File: src/rtl/alu_issue_ctrl.sv
// Issue controller for the combinational ALU: accepts requests, sequences one or two
// W-bit passes (LSW then MSW with chained carry) and returns a registered response.
module alu_issue_ctrl #(
    parameter int W = 8
) (
    input  logic           CLK,
    input  logic           RESET_N,
    input  logic           REQ_VALID,
    output logic           REQ_READY,
    input  logic [3:0]     REQ_OP,
    input  logic [2*W-1:0] REQ_A,
    input  logic [2*W-1:0] REQ_B,
    input  logic           REQ_WIDE,
    input  logic           REQ_BRANCH,
    output logic [W-1:0]   ALU_A,
    output logic [W-1:0]   ALU_B,
    output logic [3:0]     ALU_OP,
    output logic           ALU_SC_IN,
    output logic           ALU_IS_BRANCH,
    input  logic [W-1:0]   ALU_OUT,
    input  logic           ALU_SC_OUT,
    input  logic           ALU_ZERO,
    input  logic           ALU_BRANCH,
    output logic           RSP_VALID,
    input  logic           RSP_READY,
    output logic [2*W-1:0] RSP_DATA,
    output logic           RSP_SC,
    output logic           RSP_ZERO,
    output logic           RSP_BRANCH
);

    typedef enum logic [1:0] {IDLE, LSW, MSW, RESP} state_t;

    state_t         state;
    logic [3:0]     op_q;
    logic [2*W-1:0] a_q;
    logic [2*W-1:0] b_q;
    logic           wide_q;
    logic           branch_q;
    logic [2*W-1:0] result_q;
    logic           carry_q;
    logic           zlo_q;
    logic           zhi_q;
    logic           br_q;

    // ALU_* are registered and loaded on the edge that enters each pass, so the
    // ALU sees stable operands for the whole LSW/MSW cycle.
    always_ff @(posedge CLK or negedge RESET_N) begin
        if (!RESET_N) begin
            state         <= IDLE;
            REQ_READY     <= 1'b0;
            op_q          <= '0;
            a_q           <= '0;
            b_q           <= '0;
            wide_q        <= 1'b0;
            branch_q      <= 1'b0;
            result_q      <= '0;
            carry_q       <= 1'b0;
            zlo_q         <= 1'b0;
            zhi_q         <= 1'b0;
            br_q          <= 1'b0;
            ALU_A         <= '0;
            ALU_B         <= '0;
            ALU_OP        <= '0;
            ALU_SC_IN     <= 1'b0;
            ALU_IS_BRANCH <= 1'b0;
            RSP_VALID     <= 1'b0;
            RSP_DATA      <= '0;
            RSP_SC        <= 1'b0;
            RSP_ZERO      <= 1'b0;
            RSP_BRANCH    <= 1'b0;
        end else begin
            case (state)
                IDLE: begin
                    REQ_READY <= 1'b1;
                    if (REQ_VALID && REQ_READY) begin
                        op_q          <= REQ_OP;
                        a_q           <= REQ_A;
                        b_q           <= REQ_B;
                        wide_q        <= REQ_WIDE;
                        branch_q      <= REQ_BRANCH;
                        result_q      <= '0;
                        carry_q       <= 1'b0;
                        zlo_q         <= 1'b0;
                        zhi_q         <= 1'b0;
                        br_q          <= 1'b0;
                        REQ_READY     <= 1'b0;
                        ALU_A         <= REQ_A[W-1:0];
                        ALU_B         <= REQ_B[W-1:0];
                        ALU_OP        <= REQ_OP;
                        ALU_SC_IN     <= 1'b0;
                        ALU_IS_BRANCH <= REQ_BRANCH && !REQ_WIDE;
                        state         <= LSW;
                    end
                end
                LSW: begin
                    result_q[W-1:0] <= ALU_OUT;
                    carry_q         <= ALU_SC_OUT;
                    zlo_q           <= ALU_ZERO;
                    br_q            <= ALU_BRANCH;
                    if (wide_q) begin
                        ALU_A         <= a_q[2*W-1:W];
                        ALU_B         <= b_q[2*W-1:W];
                        ALU_OP        <= op_q;
                        ALU_SC_IN     <= ALU_SC_OUT;
                        ALU_IS_BRANCH <= branch_q;
                        state         <= MSW;
                    end else begin
                        ALU_A         <= '0;
                        ALU_B         <= '0;
                        ALU_OP        <= '0;
                        ALU_SC_IN     <= 1'b0;
                        ALU_IS_BRANCH <= 1'b0;
                        state         <= RESP;
                    end
                end
                MSW: begin
                    result_q[2*W-1:W] <= ALU_OUT;
                    carry_q           <= ALU_SC_OUT;
                    zhi_q             <= ALU_ZERO;
                    // Wide branch decision covers all 2W bits, which the ALU never sees at once.
                    br_q              <= branch_q && (a_q != '0);
                    ALU_A             <= '0;
                    ALU_B             <= '0;
                    ALU_OP            <= '0;
                    ALU_SC_IN         <= 1'b0;
                    ALU_IS_BRANCH     <= 1'b0;
                    state             <= RESP;
                end
                RESP: begin
                    if (!RSP_VALID) begin
                        RSP_VALID  <= 1'b1;
                        RSP_DATA   <= result_q;
                        RSP_SC     <= carry_q;
                        RSP_ZERO   <= wide_q ? (zlo_q && zhi_q) : zlo_q;
                        RSP_BRANCH <= br_q;
                    end else if (RSP_READY) begin
                        RSP_VALID <= 1'b0;
                        REQ_READY <= 1'b1;
                        state     <= IDLE;
                    end
                end
                default: state <= IDLE;
            endcase
        end
    end

endmodule

File: config.mk
export PLATFORM = sky130hd
export DESIGN_NAME = alu_issue_ctrl
export DESIGN_NICKNAME = d
export VERILOG_FILES = /design/src/rtl/alu_issue_ctrl.sv
export SDC_FILE = /design/constraint.sdc
export NUM_CORES = 1
export LEC_CHECK = 0
export CAP_MARGIN = 20
export CORE_UTILIZATION = 49
export CTS_CLUSTER_SIZE = 12
export DETAILED_ROUTE_END_ITERATION = 16
export PLACE_DENSITY = 0.79
export SLEW_MARGIN = 30
export SYNTH_ARGS = -nofsm -noshare
export SYNTH_HDL_FRONTEND = slang
export SYNTH_SLANG_ARGS = --single-unit
File: constraint.sdc
create_clock -name CLK -period 1.9 [get_ports CLK]
set_input_delay 0.285 -clock CLK [delete_from_list [all_inputs] [get_ports CLK]]
set_output_delay 0.285 -clock CLK [all_outputs]
set_load 0.1 [all_outputs]
==> reports/qor.csv <==
metric,value,unit
outcome,finished clean,
crit_arrival,1.98,ns
io_pins,96,
avgRoutedWirePerCell,16.8,µm
yosysWarnings,0,
viasPerCell,5.53,
yosys-top-cells-count,"dfrtp_1, mux2_2, o21ai_0, a21oi_1, nor2b_1",
antenna_found_initial,0,
utilization,66.5,%
setup_viol,0,
grt_max_degree,44,
syn_to_final_growth,30.2,%
final_layout_size_suffix_gt1_share,30.0,%
core,7770,µm²
grt_pass1_wl,14.5,mm
route.detailed.drc,0,
hold_viol,0,
synthTopCellsByArea,"dfrtp_1, mux2_2, o21ai_0, nor2b_1, a22o_1",
synth_most_common_cell,dfrtp_1,
timing.fmax,0.582,GHz
min_path_type,input port to async pin,
maxCapViolations,0,
cts.sinks,95,
worst_pin_slew,0.568,ns
clock_path_buffers,2,
dp_hpwl,6.17,mm
rsz0062_at_grt,false,
required,2.16,ns
post_cts_buffers,0,
synth-edff-count,0,
die_x,92.0,µm
drv_slew,0,
syn_nets,371,
rows,32,
cts-root-buf,clkbuf_8,
grt.overflow.total,0,
insertion_delay,0.36,ns
crit_path_end_kind,flop,
cts_buffers,9,
dp_cells,503,
synth_top_area_cell,dfrtp_1,
start_util,51.1,%
max_slew_margin,62.1,%
cts_htree_levels,3,
min_period,1.72,ns
fp.dieH,92.0,µm
synth_top_area_share,59.9,%
ys.flop_type,dfrtp_1,
yosysSeqAreaShare,59.9,%
netlist_instances,314,
grt_pass1_vias,2990,
clk_pin_slew,0.10,ns
synth_cell_types,31,
skew,0.0124,ns
drt_first_pass_iters,4,
min_period_over_period,90.4,%
io_buffer_count,95,
n_antenna_cell,0,
synth-async-reset-ratio,100,%
critPathMaxFanout,21,
critPathKind,flop to flop,
drt-total-wl,8.70,mm
syn_area,3970,µm²
cp-start-kind,flop,
holdWs,0.464,ns
drt_iter0_drc,169,
finalNonFillerCells,519,
cts_tree,yes,
gp_congestion,0.787,
grtUsageTotal,22.2,%
nNetsFinal,470,
synth-seq-cells,95,
synth.avg_cell_area,12.6,µm²
drtAntennaViolNets,0,
route.vias.total,2870,
fillers,606,
die_area,8470,µm²
## path summary, 6_finish.rpt
kind / start / end / slack (ns) / depth (start not counted)
hold / removal: RESET_N / RSP_DATA[14] / 0.46 / 2
max in group asynchronous: RESET_N / a_q[5] / 0.83 / 3
min in group CLK: zhi_q / zhi_q / 0.49 / 1
setup / recovery: state[1] / ALU_A[1] / 0.18 / 5
hold reg to reg: zhi_q / zhi_q / 0.49 / 1
setup reg to reg: state[1] / ALU_A[1] / 0.18 / 5
## stage by stage
stage / cell area [µm²] / TNS [ns] / worst slack (ns)
floorplan: 3970 / 0 / 0.0476
global placement: 4960 / 0 / 0.0955
detailed placement: 4960 / -0.322 / -0.0921
CTS: 5160 / 0 / 0.0496
global route: 5170 / 0 / 0.0579
finish: 5170 / 0 / 0.182
## worst max-delay path, cell delays in order, from the launching register on
cell and delay (ns):
dfrtp_1 0.43, inv_1 0.09, ha_1 0.29, and3_2 0.46, a21oi_1 0.14, o21ai_0 0.21
## repair_timing
item / 4_1_cts / 5_1_grt
hold buffers: 1 / 0
endpoints found under the hold margin: 41 / 0
setup endpoints to repair: 15 / 23
resized for setup: 1 / 2
## cells in the final DEF (no fill, tap or decap), types with 2 or more instances in the layout
cell,count
o21ai_1,6
nand2b_1,2
nor2b_1,20
nor4_1,4
o21ai_2,2
nor3_1,2
inv_1,3
ha_1,4
mux2_2,46
a32o_1,5
buf_4,54
nor2_1,2
buf_12,3
o21ai_0,45
clkdlybuf4s50_1,51
a21oi_1,23
mux2_1,3
clkbuf_8,9
and2_4,2
a22o_1,14
dfrtp_1,95
nand3_1,4
clkinvlp_4,3
nand2_1,2
## cells by family (layout without fill, tap and decap cells)
| kind of cell | Yosys count | count (layout) | synth area share, % |
|---|---|---|---|
| AOI/OAI and AO/OA | 100 | 100 | 15.4 |
| adders and majority gates | 4 | 4 | 1.26 |
| buffers and inverters | 24 | 127 | 3.25 |
| DFF | 95 | 95 | 59.9 |
| muxes | 49 | 49 | 13.9 |
| and+or+nand+nor | 42 | 42 | 6.33 |
## state kept, by name, summed over array words and instances (netlist names), 2 cells and up
name      cells
op_q          4
RSP_DATA     16
result_q     16
ALU_A         8
ALU_B         8
state         2
ALU_OP        4
a_q          16
b_q           8
## layer usage
layer / global-route usage (%) / part of all wire [%] / wire length (µm) / up-vias
met5: 0 / 0 / 0 / -
met4: 8.33 / 1.4 / 119 / 0
met3: 3.90 / 5.3 / 457 / 11
met2: 36.4 / 49 / 4230 / 97
met1: 29.5 / 45 / 3890 / 1428
li1: - / - / - / 1334
## area by class of cell
type / count / area, µm² / area share (%)
clock inverters: 6 / 70.1 / 1.36
flip-flops and latches: 95 / 2380 / 46.0
well taps: 102 / 128 / 2.47
clock buffers: 9 / 124 / 2.40
inverters: 3 / 11.3 / 0.218
repair buffers: 109 / 986 / 19.1
multi-input cells: 195 / 1470 / 28.5
Power is left out: the tool's default activity adds up to more than one toggle a clock period on the data nets, which glitch-free logic cannot reach.
==> patch 1, RTL diff (same flow settings) <==
Reset style: synchronous (`RESET_N`), changed in one clocked block.
--- a/src/rtl/alu_issue_ctrl.sv
+++ b/src/rtl/alu_issue_ctrl.sv
@@ -47,3 +47,3 @@
     // ALU sees stable operands for the whole LSW/MSW cycle.
-    always_ff @(posedge CLK or negedge RESET_N) begin
+    always_ff @(posedge CLK) begin
         if (!RESET_N) begin
Function: differs if RESET_N is asserted again (counterexample within 4 cycles, from zero or initial values and one cycle with RESET_N low); with RESET_N held inactive, the same outputs for 10 cycles.
==> patch 1 against the unedited design <==
Cell area is 3.6% lower; setup slack gained 0.039 ns; area after synthesis decreased by 3.2%; sequential cell count unchanged; global-route usage is 0.35 points lower; routed wire length up 1.5%; critical path type unchanged.
==> patch 1: results (changes against the unedited design) <==
* Dominant synthesized flop cell: dfxtp_1
* Post-CTS Setup Bufs at 0 (unchanged)
* GRT Util Overall at 21.81% (-0.35 points)
* Crit path max-delay cell type: dfxtp_1
* Vias at 3333 (+16%)
* Top flop regs: RSP_DATA (16), a_q (16), result_q (16)
* H-tree depth at 3 (unchanged)
* Pre-CTS setup slack at 0.09537 ns (+0.1875 ns)
* CP max stage delay at 0.37 ns (-0.09 ns)
* DR iter-0 viols at 184 (+8.9%)
* Largest net degree at the start of global routing at 96 (+120%)
* Post-synth ARST share at 0% (-100 points)
* Comb pwr share at 51.2%
* Synthesized Nets at 501 (+35%)
* Crit Reg-Reg Startpoint: state[0]
* Worst hold path class: primary input to flop
* Worst VDD drop at 0.001884 V
* Vias in the first global route at 3126 (+4.5%)
* Clock skew at 0.01254 ns (+0.0001564 ns)
* Xor/xnor share of the synthesized area at 0% (unchanged)
* Yosys warning count at 0 (unchanged)
* Total chip power at 8.125 mW
* R2R depth at 6 (+1)
* Synthesized area per cell at 8.654 um2 (-32%)
* Status: finished clean
* Worst EP arrival at 1.95 ns (-0.03 ns)
* Skew-Pair Late Insertion Delay at 0.35 ns
* Nets@finish at 585 (+24%)
* Cell family with the largest share of critical-path delay: compound AO/OA/AOI/OAI gates
* First-pass GRT wire length at 14480 um (-0.38%)
* Netlist cell types at 30 (-3.2%)
* Area contributors post-synth: dfxtp_1, nand2_1, a21boi_0
* RR Endpoint: result_q[13]
* Most frequent cells after synthesis: nand2_1, dfxtp_1, a21boi_0
* PwrDens at 1630 mW/mm2
* Post-synthesis adder-cell area fraction at 1.303% (+0.042 points)
* Clk buf depth at 2 (unchanged)
* DR WL/cell at 13.97 um (-17%)
* Placed Cells at 616 (+22%)
* Synth Area in Compound Gates at 25.07% (+9.7 points)
* Reg2reg setup slack at 0.22 ns (+0.04 ns)
* CTS resizes at 0 (-1)
* Root buffer cell: clkbuf_8
* Worst slew pin tran at 0.4870 ns (-0.08084 ns)
* Post-synthesis sequential area ratio at 49.50% (-10 points)
* Cell Area, Placed at 0.004785 mm2 (-3.5%)
* WHS Endpoint: ALU_A[6]
* Filler cell count at 620 (+2.3%)
* Layout cells sized above 1 at 14.45% (-16 points)
* RePlAce Congestion at 0.8039 (+2.2%)
* Crit-path max FO at 10 (-52%)
* ANT nets after route at 0 (unchanged)
* Multiplexer share of the synthesized area at 0% (-14 points)
* Hpwl dp at 6104 um (-1.1%)
* WHS at 0.4361 ns (-0.02765 ns)
* Fin cells at 632 (+22%)
* Router iterations before antenna repair at 4 (unchanged)
* Static Leak at 1.831 nW
* Pint at 4.193 mW
==> patch 1: cell types whose count changed after synthesis, moves of 14 or more <==
cell      change
nand2_1      +96
mux2_2       -46
nor2b_1      +21
a21oi_1      +19
o21ai_0      -18
a21boi_0     +47
dfxtp_1      +95
a22o_1       -14
dfrtp_1      -95
a22oi_1      +15
==> patch 1: routing by layer <==
layer / part of all wire, % / GRT usage (%) / up-vias / routed length [um]
met5: 0 / 0 / - / 0
met4: 1.9 / 8.333 / 0 / 165
met3: 4.9 / 4.040 / 13 / 433
met2: 47 / 36.11 / 90 / 4109
met1: 47 / 28.10 / 1547 / 4118
li1: - / - / 1683 / -
==> patch 1: worst max-delay path by stage <==
stage,slack (ns),cells after the start,startpoint,endpoint
floorplan,0.03,4,REQ_READY,ALU_A[0]
global placement,0.19,5,REQ_VALID,result_q[3]
detailed placement,0.1,5,REQ_VALID,result_q[13]
CTS,0.14,6,state[1],result_q[13]
global route,0.08,6,state[0],result_q[13]
finish,0.22,6,state[0],result_q[13]
==> patch 1: kinds of logic after synthesis <==
group / after synthesis
buffers and inverters: 36
flip-flops: 95
AO/OA/AOI/OAI: 149
adder cells (fa/ha/maj): 4
AND/OR/NAND/NOR: 160
==> patch 1: cell type report <==
| type | instances | area share, % |
|---|---|---|
| flip-flops and latches | 95 | 38.16 |
| multi-input cells | 313 | 35.33 |
| repair buffers | 107 | 19.88 |
| clock buffers | 11 | 2.837 |
| well taps | 99 | 2.486 |
| clock inverters | 5 | 1.155 |
| inverters | 2 | 0.1506 |
==> patch 1: worst reg2reg max path: stages (launching register included) <==
cell and delay [ns]:
dfxtp_1 0.37, inv_1 0.10, ha_1 0.26, a21bo_2 0.33, and2_1 0.29, a22oi_1 0.12, nor2b_1 0.15
==> patch 2, RTL diff (config.mk and constraints unchanged) <==
Without the edit above. The parameter `W` goes from 8 to 12.
--- a/src/rtl/alu_issue_ctrl.sv
+++ b/src/rtl/alu_issue_ctrl.sv
@@ -3,3 +3,3 @@
 module alu_issue_ctrl #(
-    parameter int W = 8
+    parameter int W = 12
 ) (
Interface: changed (6 resized); port bits go from 96 to 132. The function was not compared with the original's and may differ.
==> patch 2 against the unedited design <==
Routed wire length is 39% higher; first-iteration DRC count is the same; sequential cell count is 36 higher; area after synthesis grew 36%; setup slack got worse by 0.085 ns; cell area up 42%.
Power is not shown: default switching activity piles up to over one toggle a cycle in this logic, so the estimate is an artifact.
==> patch 2: results (changes against the unedited design) <==
* Netlist cell types at 29 (-6.5%)
* First-pass GRT wire length at 19450 um (+34%)
* Yosys warning count at 0 (unchanged)
* CTS resizes at 0 (-1)
* Vias in the first global route at 3964 (+33%)
* Diodes inserted at 0 (unchanged)
* Status: finished clean
* H-tree depth at 4 (+1)
* Post-synthesis adder-cell area fraction at 1.158% (-0.10 points)
* Vias at 3842 (+34%)
* Synth Area in Compound Gates at 12.76% (-2.6 points)
* Xor/xnor share of the synthesized area at 0% (unchanged)
* M1 GR Usage at 27.84% (-1.7 points)
* Router iterations before antenna repair at 4 (unchanged)
* Initial antenna violation count at 0 (unchanged)
* RePlAce Congestion at 0.7806 (-0.75%)
* Met2 wire len at 5864 um (+39%)
* Met3 Use GR at 7.599% (+3.7 points)
* Skew-Pair Late Insertion Delay at 0.51 ns (+0.15 ns)
* Met3 WL post-DR at 933 um (+100%)
* Worst EP arrival at 2.20 ns (+0.22 ns)
* Most frequent cells after synthesis: dfrtp_1, mux2_2, a21oi_1
* Clk pin slew, worst setup/hold paths at 0.06 ns (-0.04 ns)
* Placed Cells at 671 (+33%)
* GRT Util Overall at 22.66% (+0.49 points)
* Clock skew at 0.008577 ns (-0.003807 ns)
* Via density at 5.457 (-1.3%)
* Hpwl dp at 8190 um (+33%)
* Wl on met1 at 5173 um (+33%)
* Nets@finish at 633 (+35%)
* Met2 usage at 37.47% (+1.1 points)
* Port Buffer Count at 131 (+38%)
* DR iter-0 viols at 169 (unchanged)
* Cell Area, Placed at 0.006739 mm2 (+36%)
* Synthesized Nets at 496 (+34%)
* Multiplexer share of the synthesized area at 13.96% (+0.067 points)
* CTS Buf Count at 17 (+8)
* Crit-path max FO at 27 (+29%)
* Synthesized area per cell at 12.93 um2 (+2.2%)
* Pre-CTS setup slack at 0.1215 ns (+0.2136 ns)
* Filler cell count at 724 (+19%)
* Top flop regs: RSP_DATA (24), a_q (24), result_q (24)
* Area contributors post-synth: dfrtp_1, mux2_2, a21oi_1
* Cell family with the largest share of critical-path delay: compound AO/OA/AOI/OAI gates
* Largest net degree at the start of global routing at 49 (+11%)
* Post-synthesis sequential area ratio at 60.66% (+0.80 points)
* DR WL/cell at 17.23 um (+2.8%)
* Crit path max-delay cell type: dfrtp_1
* CP max stage delay at 0.42 ns (-0.04 ns)
* Layout cells sized above 1 at 31.69% (+1.7 points)
* Slew margin rel. at 69.56% (+7.4 points)
* Dominant synthesized flop cell: dfrtp_1
==> patch 2: path summary, 6_finish.rpt <==
| path | slack, ns | start | cells after the start | endpoint |
|---|---|---|---|---|
| max in group asynchronous | 1.05 | RESET_N | 3 | a_q[15] |
| min in group CLK | 0.38 | REQ_A[22] | 2 | a_q[22] |
| max | 0.1 | state[0] | 5 | result_q[18] |
| max reg2reg | 0.1 | state[0] | 5 | result_q[18] |
| min reg2reg | 0.49 | result_q[7] | 1 | result_q[7] |
| min | 0.27 | RESET_N | 2 | RSP_DATA[11] |
==> patch 2: worst register-to-register path, cell delays in order (launching register included) <==
cell and delay [ns]:
dfrtp_1 0.42, inv_1 0.14, ha_1 0.30, a21bo_2 0.29, buf_4 0.23, a32o_1 0.30
==> patch 2: final cells by class <==
cell class	count	area (um2)	area share, %
flip-flops and latches	131	3281	44.65
clock inverters	11	125.1	1.703
clock buffers	21	469.2	6.386
well taps	136	170.2	2.316
repair buffers	146	1371	18.66
inverters	6	22.52	0.3065
multi-input cells	253	1908	25.97
